--- src/rtl/fl_trans_gen_pkg.sv ---
// rtl/fl_trans_gen_pkg.sv - shared types, header layout and REM helper for fl_trans_gen
package fl_trans_gen_pkg;

  typedef enum logic [1:0] {
    ST_IDLE = 2'd0,
    ST_HDR  = 2'd1,
    ST_PAY  = 2'd2
  } state_e;

  localparam int HDR_STREAM_BYTE = 0;
  localparam int HDR_ID_LO_BYTE  = 1;
  localparam int HDR_ID_HI_BYTE  = 2;
  localparam int HDR_LAST_BYTE   = 3;

  // b is always a power of two, so the modulo reduces to a mask
  function automatic logic [11:0] rem_of(input logic [11:0] len, input int unsigned b);
    rem_of = (len - 12'd1) & 12'(b - 1);
  endfunction

endpackage

--- src/rtl/fl_trans_gen_pattern.sv ---
// rtl/fl_trans_gen_pattern.sv - combinational header/payload word builder
module fl_trans_gen_pattern
  import fl_trans_gen_pkg::*;
#(
  parameter int DATA_WIDTH = 32
) (
  input  logic [15:0]           data_id_i,
  input  logic [7:0]            stream_id_i,
  input  logic [7:0]            offset_i,
  input  logic [11:0]           valid_i,
  input  logic                  hdr_sel_i,
  output logic [DATA_WIDTH-1:0] data_o
);

  always_comb begin
    data_o = '0;
    for (int i = 0; i < DATA_WIDTH / 8; i++) begin
      if (hdr_sel_i) begin
        if (i == HDR_STREAM_BYTE)     data_o[i*8 +: 8] = stream_id_i;
        else if (i == HDR_ID_LO_BYTE) data_o[i*8 +: 8] = data_id_i[7:0];
        else if (i == HDR_ID_HI_BYTE) data_o[i*8 +: 8] = data_id_i[15:8];
      end else if (12'(i) < valid_i) begin
        // only the low byte of the offset matters: the pattern is mod 256
        data_o[i*8 +: 8] = data_id_i[7:0] + offset_i + 8'(i);
      end
    end
  end

endmodule

--- src/rtl/fl_trans_gen.sv ---
// rtl/fl_trans_gen.sv - FrameLink transaction generator top: FSM, counters, output registers
module fl_trans_gen
  import fl_trans_gen_pkg::*;
#(
  parameter int DATA_WIDTH = 32
) (
  input  logic                              CLK,
  input  logic                              RESET_N,
  input  logic                              START,
  input  logic [7:0]                        STREAM_ID,
  input  logic [15:0]                       FRAME_COUNT,
  input  logic                              HDR_EN,
  input  logic [11:0]                       PAYLOAD_LEN,
  output logic [DATA_WIDTH-1:0]             TX_DATA,
  output logic [$clog2(DATA_WIDTH/8)-1:0]   TX_REM,
  output logic                              TX_SOF_N,
  output logic                              TX_EOF_N,
  output logic                              TX_SOP_N,
  output logic                              TX_EOP_N,
  output logic                              TX_SRC_RDY_N,
  input  logic                              TX_DST_RDY_N,
  output logic                              BUSY,
  output logic                              DONE,
  output logic                              ERR,
  output logic [15:0]                       FRAMES_SENT
);

  localparam int          B   = DATA_WIDTH / 8;
  localparam int          RW  = $clog2(B);
  localparam logic [11:0] B12 = 12'(B);

  state_e          state_q, state_d;
  logic [11:0]     len_q, off_q, off_d;
  logic [15:0]     cnt_q, id_q, id_d, frames_q, frames_d;
  logic [7:0]      sid_q;
  logic            hdr_en_q;
  logic            busy_q, done_q, done_d, err_q, err_d;
  logic [DATA_WIDTH-1:0] data_q, pat_data;
  logic [RW-1:0]   rem_q, n_rem;
  logic            sof_q, sop_q, eop_q, eof_q, src_q;
  logic            n_sof, n_sop, n_eop, n_eof;
  logic            xfer, cur_last, load;
  logic [11:0]     n_len, rem_bytes, n_valid;
  logic            n_hdr_en, n_last, n_hdr;
  logic [7:0]      n_sid;

  always_comb begin
    state_d  = state_q;
    id_d     = id_q;
    off_d    = off_q;
    frames_d = frames_q;
    done_d   = 1'b0;
    err_d    = 1'b0;
    load     = 1'b0;
    xfer     = !src_q && !TX_DST_RDY_N;
    cur_last = (len_q - off_q) <= B12;
    case (state_q)
      ST_IDLE: begin
        if (START) begin
          if (PAYLOAD_LEN == 12'd0) err_d = 1'b1;
          else if (FRAME_COUNT == 16'd0) done_d = 1'b1;
          else begin
            state_d  = HDR_EN ? ST_HDR : ST_PAY;
            id_d     = '0;
            off_d    = '0;
            frames_d = '0;
            load     = 1'b1;
          end
        end
      end
      ST_HDR: begin
        if (xfer) begin
          state_d = ST_PAY;
          off_d   = '0;
          load    = 1'b1;
        end
      end
      ST_PAY: begin
        if (xfer) begin
          load = 1'b1;
          if (cur_last) begin
            frames_d = frames_q + 16'd1;
            id_d     = id_q + 16'd1;
            off_d    = '0;
            if (frames_d == cnt_q) begin
              state_d = ST_IDLE;
              done_d  = 1'b1;
            end else begin
              state_d = hdr_en_q ? ST_HDR : ST_PAY;
            end
          end else begin
            off_d = off_q + B12;
          end
        end
      end
      default: state_d = ST_IDLE;
    endcase

    // The next word is built from live inputs when launching, latched config otherwise
    n_len     = (state_q == ST_IDLE) ? PAYLOAD_LEN : len_q;
    n_hdr_en  = (state_q == ST_IDLE) ? HDR_EN : hdr_en_q;
    n_sid     = (state_q == ST_IDLE) ? STREAM_ID : sid_q;
    n_hdr     = (state_d == ST_HDR);
    rem_bytes = n_len - off_d;
    n_last    = rem_bytes <= B12;
    n_valid   = n_last ? rem_bytes : B12;
    n_rem     = n_hdr ? RW'(HDR_LAST_BYTE) : (n_last ? RW'(rem_of(n_len, B)) : RW'(B - 1));
    n_sof     = n_hdr ? 1'b0 : !((off_d == 12'd0) && !n_hdr_en);
    n_sop     = n_hdr ? 1'b0 : !(off_d == 12'd0);
    n_eop     = n_hdr ? 1'b0 : !n_last;
    n_eof     = n_hdr ? 1'b1 : !n_last;
  end

  fl_trans_gen_pattern #(.DATA_WIDTH(DATA_WIDTH)) u_pattern (
    .data_id_i   (id_d),
    .stream_id_i (n_sid),
    .offset_i    (off_d[7:0]),
    .valid_i     (n_valid),
    .hdr_sel_i   (n_hdr),
    .data_o      (pat_data)
  );

  always_ff @(posedge CLK or negedge RESET_N) begin
    if (!RESET_N) begin
      state_q  <= ST_IDLE;
      len_q    <= '0;
      cnt_q    <= '0;
      sid_q    <= '0;
      hdr_en_q <= 1'b0;
      id_q     <= '0;
      off_q    <= '0;
      frames_q <= '0;
      busy_q   <= 1'b0;
      done_q   <= 1'b0;
      err_q    <= 1'b0;
      data_q   <= '0;
      rem_q    <= '0;
      sof_q    <= 1'b1;
      sop_q    <= 1'b1;
      eop_q    <= 1'b1;
      eof_q    <= 1'b1;
      src_q    <= 1'b1;
    end else begin
      if (state_q == ST_IDLE && state_d != ST_IDLE) begin
        len_q    <= PAYLOAD_LEN;
        cnt_q    <= FRAME_COUNT;
        sid_q    <= STREAM_ID;
        hdr_en_q <= HDR_EN;
      end
      state_q  <= state_d;
      id_q     <= id_d;
      off_q    <= off_d;
      frames_q <= frames_d;
      busy_q   <= (state_d != ST_IDLE);
      done_q   <= done_d;
      err_q    <= err_d;
      if (load && state_d != ST_IDLE) begin
        data_q <= pat_data;
        rem_q  <= n_rem;
        sof_q  <= n_sof;
        sop_q  <= n_sop;
        eop_q  <= n_eop;
        eof_q  <= n_eof;
        src_q  <= 1'b0;
      end else if (load) begin
        sof_q <= 1'b1;
        sop_q <= 1'b1;
        eop_q <= 1'b1;
        eof_q <= 1'b1;
        src_q <= 1'b1;
      end
    end
  end

  assign TX_DATA      = data_q;
  assign TX_REM       = rem_q;
  assign TX_SOF_N     = sof_q;
  assign TX_SOP_N     = sop_q;
  assign TX_EOP_N     = eop_q;
  assign TX_EOF_N     = eof_q;
  assign TX_SRC_RDY_N = src_q;
  assign BUSY         = busy_q;
  assign DONE         = done_q;
  assign ERR          = err_q;
  assign FRAMES_SENT  = frames_q;

endmodule

--- config.mk ---
export PLATFORM = sky130hd
export DESIGN_NAME = fl_trans_gen
export DESIGN_NICKNAME = d
export VERILOG_FILES = /design/src/rtl/fl_trans_gen_pkg.sv /design/src/rtl/fl_trans_gen_pattern.sv /design/src/rtl/fl_trans_gen.sv
export SDC_FILE = /design/constraint.sdc
export NUM_CORES = 1
export LEC_CHECK = 0
export ABC_AREA = 1
export CORE_MARGIN = 2
export CORE_UTILIZATION = 56
export CTS_BUF_LIST = sky130_fd_sc_hd__clkbuf_4 sky130_fd_sc_hd__clkbuf_8 sky130_fd_sc_hd__clkbuf_16
export DETAILED_ROUTE_END_ITERATION = 12
export HOLD_SLACK_MARGIN = 0.02
export PLACE_DENSITY_LB_ADDON = 0.3
export SLEW_MARGIN = 0
export SYNTH_ARGS = -nofsm -noshare
export SYNTH_HDL_FRONTEND = slang
export SYNTH_SLANG_ARGS = --single-unit
export TNS_END_PERCENT = 5
--- constraint.sdc ---
create_clock -name CLK -period 9.85 [get_ports CLK]
set_input_delay 0.985 -clock CLK [delete_from_list [all_inputs] [get_ports CLK]]
set_output_delay 0.985 -clock CLK [all_outputs]
set_load 0.005 [all_outputs]
# Word level (Yosys, flattened, before mapping)
# Index checks and enable logic that the tools add are counted.
# classes
n_addsub,10
order_cmp,6
n_eq_ne,9
n_mux,68
n_reduce_logical,19
# ops
operator,n
two-way mux 16 bit,10
two-way mux 12 bit,8
two-way mux 8 bit,9
case mux 16 bit (2 select lines),2
case mux 12 bit (3 select lines),1
"adder 16 x 1 -> 16 bit, second input constant",2
"<= comparator 12 x 3 -> 1 bit, second input constant",2
zero test 12 bit,2
"less-than comparator 1 x 12 -> 1 bit, first input constant",2
"less-than comparator 2 x 12 -> 1 bit, first input constant",2
two-way mux 1 bit,24
subtractor 12 bit,2
two-way mux 2 bit,11
"adder 8 x 2 -> 8 bit, second input constant",2
== test 16 bit,1
zero test 16 bit,1
"adder 12 x 3 -> 12 bit, second input constant",1
"inequality test 2 bit, second input constant",5
"adder 8 x 1 -> 8 bit, second input constant",1
adder 8 bit,1
zero test 1 bit,6
case mux 2 bit (3 select lines),1
AND reduction 6 bit,1
nonzero test 2 bit,3
other kinds (7),12
# word_totals
register_bits,125
elab_cells,130

# Logic depth before layout (Yosys ltp)
# Gate-level depths: netlist of run 1.
# logic_depth
depth_word,11
mapped_depth,37
depth_no_buf,37

# Cells and area by module
# Synthesis of run 1 repeated with hierarchy kept, for this count alone.
# hier_totals
cells_unflattened,1311
hier_area_um2,9181.3
# by_module_without_submodules
mod,instances,cells_per_inst,area_each_um2,seq_area_each_um2
fl_trans_gen,1,1080,7972.6,3134.3
fl_trans_gen_pattern,1,231,1208.7,0.0

# Worst setup path after synthesis of run 1
# No wires, ideal clock.
# synth_path
path_type,reg-to-reg
start,reg off_q[2]
end,"reg data_q[23], in the netlist TX_DATA[23]"
setup_time_ns,0.071
t_arrival_ns,4.349
t_required_ns,9.779
setup_slack_ns,5.430
stages_incl_launch_ff,32
n_path_buf,0
synth_period_minus_slack_ns,4.420
path_cell_list,dfrtp_1 inv_1 ha_1 or2_1 nand3_2 nand2_1 nand2_1 nand2_1 nor2_2 nand2_1 nor2_1 nand4_1 nand2_1 inv_2 o21ai_0 inv_1 fa_1 nand3_1 and2_1 xor2_1 nor2_1 inv_1 nor2_1 inv_1 nor2_1 nand2_1 inv_1 nand3_1 nand2_1 nor2_1 nor2_1 nor2_1
# synth_between
elab_chain_len,11
# synth_lines
item,line_no,source
start: declaration,fl_trans_gen.sv:33,"logic [11:0] len_q, off_q, off_d;"
start signal: assignment,fl_trans_gen.sv:131,off_q <= '0;
start signal: assignment,fl_trans_gen.sv:152,off_q <= off_d;
subtractor 12 bit *,fl_trans_gen.sv:56,cur_last = (len_q - off_q) <= B12;
<= comparator 12 x 3 -> 1 bit *,fl_trans_gen.sv:56,
two-way mux 12 bit *,fl_trans_gen.sv:81,if (cur_last) begin
two-way mux 12 bit *,fl_trans_gen.sv:79,if (xfer) begin
case mux 12 bit (3 select lines) *,fl_trans_gen.sv:57,case (state_q)
net off_d[1],fl_trans_gen.sv:33,
subtractor 12 bit,fl_trans_gen.sv:104,rem_bytes = n_len - off_d;
<= comparator 12 x 3 -> 1 bit,fl_trans_gen.sv:105,n_last = rem_bytes <= B12;
two-way mux 12 bit,fl_trans_gen.sv:106,n_valid = n_last ? rem_bytes : B12;
less-than comparator 2 x 12 -> 1 bit,fl_trans_gen_pattern.sv:22,end else if (12'(i) < valid_i) begin
two-way mux 8 bit *,fl_trans_gen_pattern.sv:22,
two-way mux 8 bit *,fl_trans_gen_pattern.sv:18,if (hdr_sel_i) begin
end signal: assignment,fl_trans_gen.sv:158,data_q <= pat_data;
end: declaration,fl_trans_gen.sv:38,"logic [DATA_WIDTH-1:0] data_q, pat_data;"
# Mark *: on every way through the listed nets, which the timed path passes. The rest lies on a longest branch.
# A chain may end at the register's enable or synchronous reset.

# Final worst setup path of run 1
# layout_path
start,in TX_DST_RDY_N
end,"reg data_q[23], in the netlist TX_DATA[23]"
# layout_between
elab_chain_len,10
# layout_lines
item,line_no,source
start: declaration,fl_trans_gen.sv:21,"input logic TX_DST_RDY_N,"
zero test 1 bit *,fl_trans_gen.sv:55,xfer = !src_q && !TX_DST_RDY_N;
logical AND 1 bit *,fl_trans_gen.sv:55,
two-way mux 12 bit (on tied branches),"fl_trans_gen.sv:79, fl_trans_gen.sv:72",
case mux 12 bit (3 select lines) *,fl_trans_gen.sv:57,
net off_d[1],fl_trans_gen.sv:33,
subtractor 12 bit,fl_trans_gen.sv:104,
<= comparator 12 x 3 -> 1 bit,fl_trans_gen.sv:105,
two-way mux 12 bit,fl_trans_gen.sv:106,
less-than comparator 2 x 12 -> 1 bit,fl_trans_gen_pattern.sv:22,
two-way mux 8 bit *,fl_trans_gen_pattern.sv:22,
two-way mux 8 bit *,fl_trans_gen_pattern.sv:18,
# Marks and branches as above.

==> flow_summary.json, run 1 <==
{
  "die_w_um": 130,
  "clock_sinks": 125,
  "timing.max_cap.violations": 0,
  "overflow": 0,
  "slew_viol_final": 0,
  "wire_per_inst_um": 15.1,
  "fin_nets": 1479,
  "areaGrowthSynthToFinish_pct": 19.4,
  "grt_pass1_vias": 8145,
  "met1_usage": 0.412,
  "track_usage": 0.298,
  "cts_resized": 0,
  "synthFlopType": "dfrtp_1",
  "slew_headroom": 0.294,
  "synth_cell_types": 52,
  "fillerInstances": 1384,
  "use_met3": 0.0463,
  "dp_hpwl_mm": 18.1,
  "cp-start-kind": "input pin",
  "min_period_over_period": 0.599,
  "synth_area_mm2": 0.00893,
  "grt_max_degree": 73,
  "power.leakage_nw": 5.26,
  "fp.coreArea_mm2": 0.0157,
  "synth.ff_latch_count": 125,
  "cp_max_fo": 13,
  "dp_slack_ns": 3.71,
  "gp_routability_congestion": 0.953,
  "skew_ns": 0.0121,
  "cp-end-kind": "flip-flop",
  "path_clk_slew_ns": 0.06,
  "portBuffers": 98,
  "final_common_cell": "nand2_1",
  "final.setup.worst_slack_ns": 3.95,
  "fin_tns_setup_ns": 0,
  "drtPass1Iterations": 6,
  "required_ns": 10.21,
  "num_io_pins": 99,
  "timing_hold_violations_final": 0,
  "min_period_ns": 5.90,
  "busiest_layer": "met2",
  "ys_warn_count": 0,
  "fin_cells": 1625,
  "cts_setup_buffers": 0,
  "rows": 46,
  "synthCells": 1303,
  "drcViolationCount": 0,
  "status": "finished clean",
  "clkLatencyLatePin_ns": 0.43,
  "cts_hold_buf": 0,
  "grtUsageMet2": 0.475,
  "vdd_drop_max_mv": 0.197,
  "async_flop_share": 1.00,
  "tightest_slew_ns": 1.06,
  "hold_path.class": "flip-flop to flip-flop",
  "vias_per_cell": 5.54,
  "drt-initial-drc-count": 717,
  "grt_pass1_wl_mm": 39.7,
  "wirelength_mm": 24.5,
  "dp.cells": 1593,
  "cts_buffer_depth": 2,
  "design.die.area_mm2": 0.0170,
  "numCtsBuffers": 17,
  "drive_gt1_frac": 0.0625,
  "cts_tree": "done",
  "rsz0062_at_grt": "false",
  "critical_path_class": "input pin to flip-flop",
  "vias": 8999,
  "syn-num-nets": 1386,
  "power_density_mw_per_mm2": 288,
  "root_buffer": "clkbuf_16",
  "synth-seq-area-share": 0.351,
  "die_h_um": 130,
  "timing.fmax_mhz": 169,
  "antenna_found_initial": 0,
  "antenna_cells": 0,
  "htreeDepth": 4,
  "final_cell_mix": "363 x nand2_1, 191 x inv_1, 120 x dfrtp_1, 116 x nor2_1, 113 x nand3_1",
  "placed_cell_area_mm2": 0.0101,
  "final_area_mm2": 0.0107,
  "start_util": 0.569,
  "setup_viol": 0,
  "final_antenna_net_count": 0,
  "synth_edf_count": 0,
  "hold_ws_ns": 0.488,
  "syn_area_per_cell_um2": 6.86,
  "worstPathArrival_ns": 6.26
}
-- worst max-delay path, stage by stage --
cell             delay (ns)
clkdlybuf4s50_1        0.39
nor2_1                 0.71
nand4_1                0.52
nand2_1                0.30
inv_2                  0.13
o21ai_0                0.57
inv_1                  0.23
fa_1                   0.51
nand3_1                0.08
and2_1                 0.17
xor2_1                 0.61
nor2_1                 0.16
inv_1                  0.11
nor2_1                 0.05
inv_1                  0.09
nor2_1                 0.06
nand2_1                0.11
inv_1                  0.07
nand3_1                0.08
nand2_1                0.07
nor2_1                 0.10
nor2_1                 0.05
nor2_1                 0.10
-- sequential cells by signal, indices dropped and copies added (netlist names), 2 cells and up --
signal,count
len_q,12
TX_REM,2
TX_DATA,32
state_q,2
FRAMES_SENT,16
id_q,16
off_q,12
sid_q,8
cnt_q,16
-- synth_stat cells, types with 3 or more instances --
cell type / number / area, um^2
nand2_1: 363 / 1360
inv_1: 191 / 717
dfrtp_1: 120 / 3000
nor2_1: 116 / 435
nand3_1: 113 / 566
o21ai_0: 67 / 335
a21oi_1: 45 / 225
ha_1: 40 / 500
o21ai_1: 35 / 175
nand4_1: 23 / 144
xor2_1: 19 / 166
nor3_1: 17 / 85.1
nor2_2: 15 / 93.8
o31ai_1: 13 / 97.6
a21oi_2: 12 / 105
clkbuf_1: 12 / 45.0
buf_2: 10 / 50.1
nand3b_1: 9 / 67.6
o22ai_1: 9 / 56.3
o21bai_1: 8 / 60.1
xnor2_1: 6 / 52.6
dfstp_2: 5 / 131
nor4_1: 5 / 31.3
or2_2: 5 / 31.3
buf_4: 3 / 22.5
nand3_2: 3 / 30.0
o211ai_1: 3 / 22.5
-- power by group --
part,switching (mW),leakage (nW),total [mW],internal (mW)
Sequential,0.122,1.60,0.800,0.678
Combinational,1.04,3.37,1.64,0.598
Clock,0.249,0.292,0.633,0.384
Total,1.41,5.26,3.07,1.66
-- metrics by stage --
stage / power (mW) / utilization
floorplan: 1.94 / -
global placement: 2.38 / 0.641
detailed placement: 2.41 / 0.641
CTS: 3.06 / 0.679
global route: 3.32 / 0.679
finish: 3.07 / 0.679
-- area by class of cell --
type,instances,area [um^2],area share
multi-input combinational,954,4920,0.461
sequential,125,3130,0.294
timing repair buffer,103,1020,0.0952
inverter,195,734,0.0688
clock buffer,18,439,0.0412
tap,216,270,0.0253
clock inverter,14,156,0.0147
-- final timing paths --
path	startpoint	to	slack, ns	cells after the start
max	TX_DST_RDY_N	TX_DATA[23]	3.95	23
min in group asynchronous	RESET_N	len_q[0]	0.69	1
max in group asynchronous	RESET_N	TX_REM[0]	7.91	2
min reg2reg	TX_DATA[10]	TX_DATA[10]	0.49	2
max reg2reg	off_q[2]	TX_DATA[23]	4.05	31
min	TX_DATA[10]	TX_DATA[10]	0.49	2
-- kinds of logic after synthesis --
group                    Yosys count  share of synthesized area
buffers and inverters            224                     0.0987
flip-flops                       125                      0.351
AO/OA/AOI/OAI                    207                      0.135
XOR/XNOR                          25                     0.0245
adder cells (fa/ha/maj)           42                     0.0605
AND/OR/NAND/NOR                  680                      0.331
-- per-layer routing --
layer	part of all wire	vias up
met1	0.45	4216
met3	0.059	51
met4	0.027	0
li1	-	4416
met5	0	-
met2	0.46	316
(Power assumes the default switching activity.)
==> inputs of run 2 (changes only) <==
--- a/config.mk
+++ b/config.mk
@@ -7,7 +7,7 @@
 export LEC_CHECK = 0
 export ABC_AREA = 1
 export CORE_MARGIN = 2
-export CORE_UTILIZATION = 56
+export CORE_UTILIZATION = 52
 export CTS_BUF_LIST = sky130_fd_sc_hd__clkbuf_4 sky130_fd_sc_hd__clkbuf_8 sky130_fd_sc_hd__clkbuf_16
 export DETAILED_ROUTE_END_ITERATION = 12
 export HOLD_SLACK_MARGIN = 0.02
==> constraint.sdc (replaced) <==
create_clock -name CLK -period 5.1 [get_ports CLK]
set_input_delay 0.51 -clock CLK [delete_from_list [all_inputs] [get_ports CLK]]
set_output_delay 0.51 -clock CLK [all_outputs]
set_load 0.005 [all_outputs]
==> run 2 against run 1 <==
Against the previous run: sequential share of layout area fell by 0.62 points; clock power is 100% higher; non-clock buffer count rose by 22; worst hold slack lost 0.0063 ns; largest cell class unchanged.
==> flow_summary.json, run 2 (same netlist as run 1, synthesis figures left out) <==
{
  "path_buf_inv": 4,
  "largest_register_ff_count": 32,
  "grt_pass1_vias": 8421,
  "p_total_mw": 6.03,
  "hold_path.class": "flip-flop to flip-flop",
  "power_density_mw_per_mm2": 553,
  "busiest_layer": "met2",
  "required_ns": 5.42,
  "wire_per_inst_um": 15.2,
  "overflow": 0,
  "cts_buffer_depth": 2,
  "drive_gt1_frac": 0.0846,
  "track_usage": 0.283,
  "timing_hold_violations_final": 0,
  "crit_start": "off_q[2]",
  "drt-initial-drc-count": 762,
  "timing.max_cap.violations": 0,
  "die_h_um": 135,
  "slew_viol_final": 0,
  "vias": 8984,
  "gp_routability_congestion": 0.965,
  "grt_max_degree": 60,
  "num_io_pins": 99,
  "min_from": "TX_DATA[11]",
  "worstReg2RegStart": "off_q[2]",
  "cts_tree": "done",
  "min_period_ns": 4.66,
  "wirelength_mm": 25.1,
  "skew_ns": 0.0160,
  "antenna_cells": 0,
  "vdd_drop_max_mv": 0.328,
  "grt_pass1_wl_mm": 40.9,
  "design.die.area_mm2": 0.0182,
  "drtPass1Iterations": 6,
  "cp-end-kind": "flip-flop",
  "numCtsBuffers": 17,
  "power.leakage_nw": 5.38,
  "htreeDepth": 4,
  "final_util": 0.653,
  "min_period_over_period": 0.914,
  "fin_nets": 1501,
  "fp.coreArea_mm2": 0.0167,
  "tightest_slew_ns": 1.09,
  "final_cell_mix": "360 x nand2_1, 188 x inv_1, 120 x dfrtp_1, 115 x nor2_1, 112 x nand3_1",
  "fillerInstances": 1519,
  "max_stage_delay_ns": 0.39,
  "path_clk_slew_ns": 0.06,
  "use_met3": 0.0578,
  "fin_tns_setup_ns": 0,
  "root_buffer": "clkbuf_16",
  "drcViolationCount": 0,
  "grtUsageMet2": 0.458,
  "crit_slowest_cell": "dfrtp_1",
  "setup_viol": 0,
  "dp.cells": 1617,
  "cp_top_family": "simple AND/OR/NAND/NOR gates",
  "fin_cells": 1651,
  "cp_common_cell": "nand2_1",
  "slew_headroom": 0.273,
  "status": "finished clean",
  "cp-start-kind": "flip-flop",
  "portBuffers": 98,
  "dp_slack_ns": 0.114,
  "vias_per_cell": 5.44,
  "worstPathArrival_ns": 4.98,
  "critical_path_class": "flip-flop to flip-flop",
  "rows": 47,
  "met1_usage": 0.386,
  "die_w_um": 135,
  "final_common_cell": "nand2_1",
  "cp_max_fo": 8,
  "final_antenna_net_count": 0,
  "antenna_found_initial": 0,
  "timing.fmax_mhz": 215,
  "final.setup.worst_slack_ns": 0.439,
  "clock_sinks": 125,
  "clkLatencyLatePin_ns": 0.44,
  "start_util": 0.535,
  "areaGrowthSynthToFinish_pct": 22.0,
  "dp_hpwl_mm": 18.9
}
==> run 2: cell count changes in the layout (fill, tap and decap cells not counted), sizes merged <==
cell | before | now
buf | 6 | 27
inv | 200 | 197
clkbuf | 18 | 20
clkinv | 6 | 4
clkinvlp | 1 | 3
bufinv | 2 | 3
dlygate4sd3 | 0 | 1
==> run 2: final timing paths <==
check                                        to  slack, ns  cells past startpoint
worst min-delay path                TX_DATA[11]       0.48                      2
worst min register to register      TX_DATA[11]       0.48                      2
worst max register to register      TX_DATA[10]       0.44                     30
min in group asynchronous       FRAMES_SENT[13]       0.54                      2
max in group asynchronous            TX_DATA[5]       3.56                      3
worst max-delay path                TX_DATA[10]       0.44                     30
==> run 2: layout make-up <==
class | count | area [um^2] | share of cell area
Clock buffer | 20 | 460 | 0.0423
Timing Repair Buffer | 125 | 1180 | 0.109
Inverter | 195 | 734 | 0.0674
Clock inverter | 12 | 158 | 0.0145
Tap cell | 220 | 275 | 0.0253
Sequential cell | 125 | 3130 | 0.288
Multi-Input combinational cell | 954 | 4950 | 0.454
==> run 2: layer usage <==
| layer | routed length (um) | up-vias |
|---|---|---|
| met5 | 0 | - |
| met1 | 11300 | 4114 |
| li1 | - | 4467 |
| met3 | 1730 | 47 |
| met2 | 11600 | 356 |
| met4 | 432 | 0 |
==> run 2: tightest hold or removal path, stage by stage, from the launching register on <==
cell and delay (ns):
dfrtp_1 0.34, nand2_1 0.05, nand2_1 0.05
==> run 2: power by group <==
| part | switching [mW] | internal, mW |
|---|---|---|
| Combinational | 2.00 | 1.21 |
| Sequential | 0.239 | 1.31 |
| Clock | 0.471 | 0.802 |
| Total | 2.71 | 3.32 |
==> run 2: timing repair <==
action | 4_1_cts | 5_1_grt
gates resized for setup | 0 | 13
setup endpoints to repair | 0 | 26
hold buffers | 1 | 0
setup buffers | 0 | 1
endpoints found under the hold margin | 26 | 0
==> run 2: through the flow <==
| stage | instance area [um^2] | hold WS (ns) |
|---|---|---|
| finish | 10900 | 0.481 |
| CTS | 10900 | 0.490 |
| floorplan | 8930 | 0.214 |
| detailed placement | 10200 | 0.457 |
| global placement | 10200 | 0.451 |
| global route | 10900 | 0.506 |
==> inputs of run 3 (changes only) <==
--- a/config.mk
+++ b/config.mk
@@ -6,6 +6,7 @@
 export NUM_CORES = 1
 export LEC_CHECK = 0
 export ABC_AREA = 1
+export CAP_MARGIN = 15
 export CORE_MARGIN = 2
 export CORE_UTILIZATION = 52
 export CTS_BUF_LIST = sky130_fd_sc_hd__clkbuf_4 sky130_fd_sc_hd__clkbuf_8 sky130_fd_sc_hd__clkbuf_16
==> results of run 3 <==
No change in the layout: final DEF, timing and power equal those of run 2.
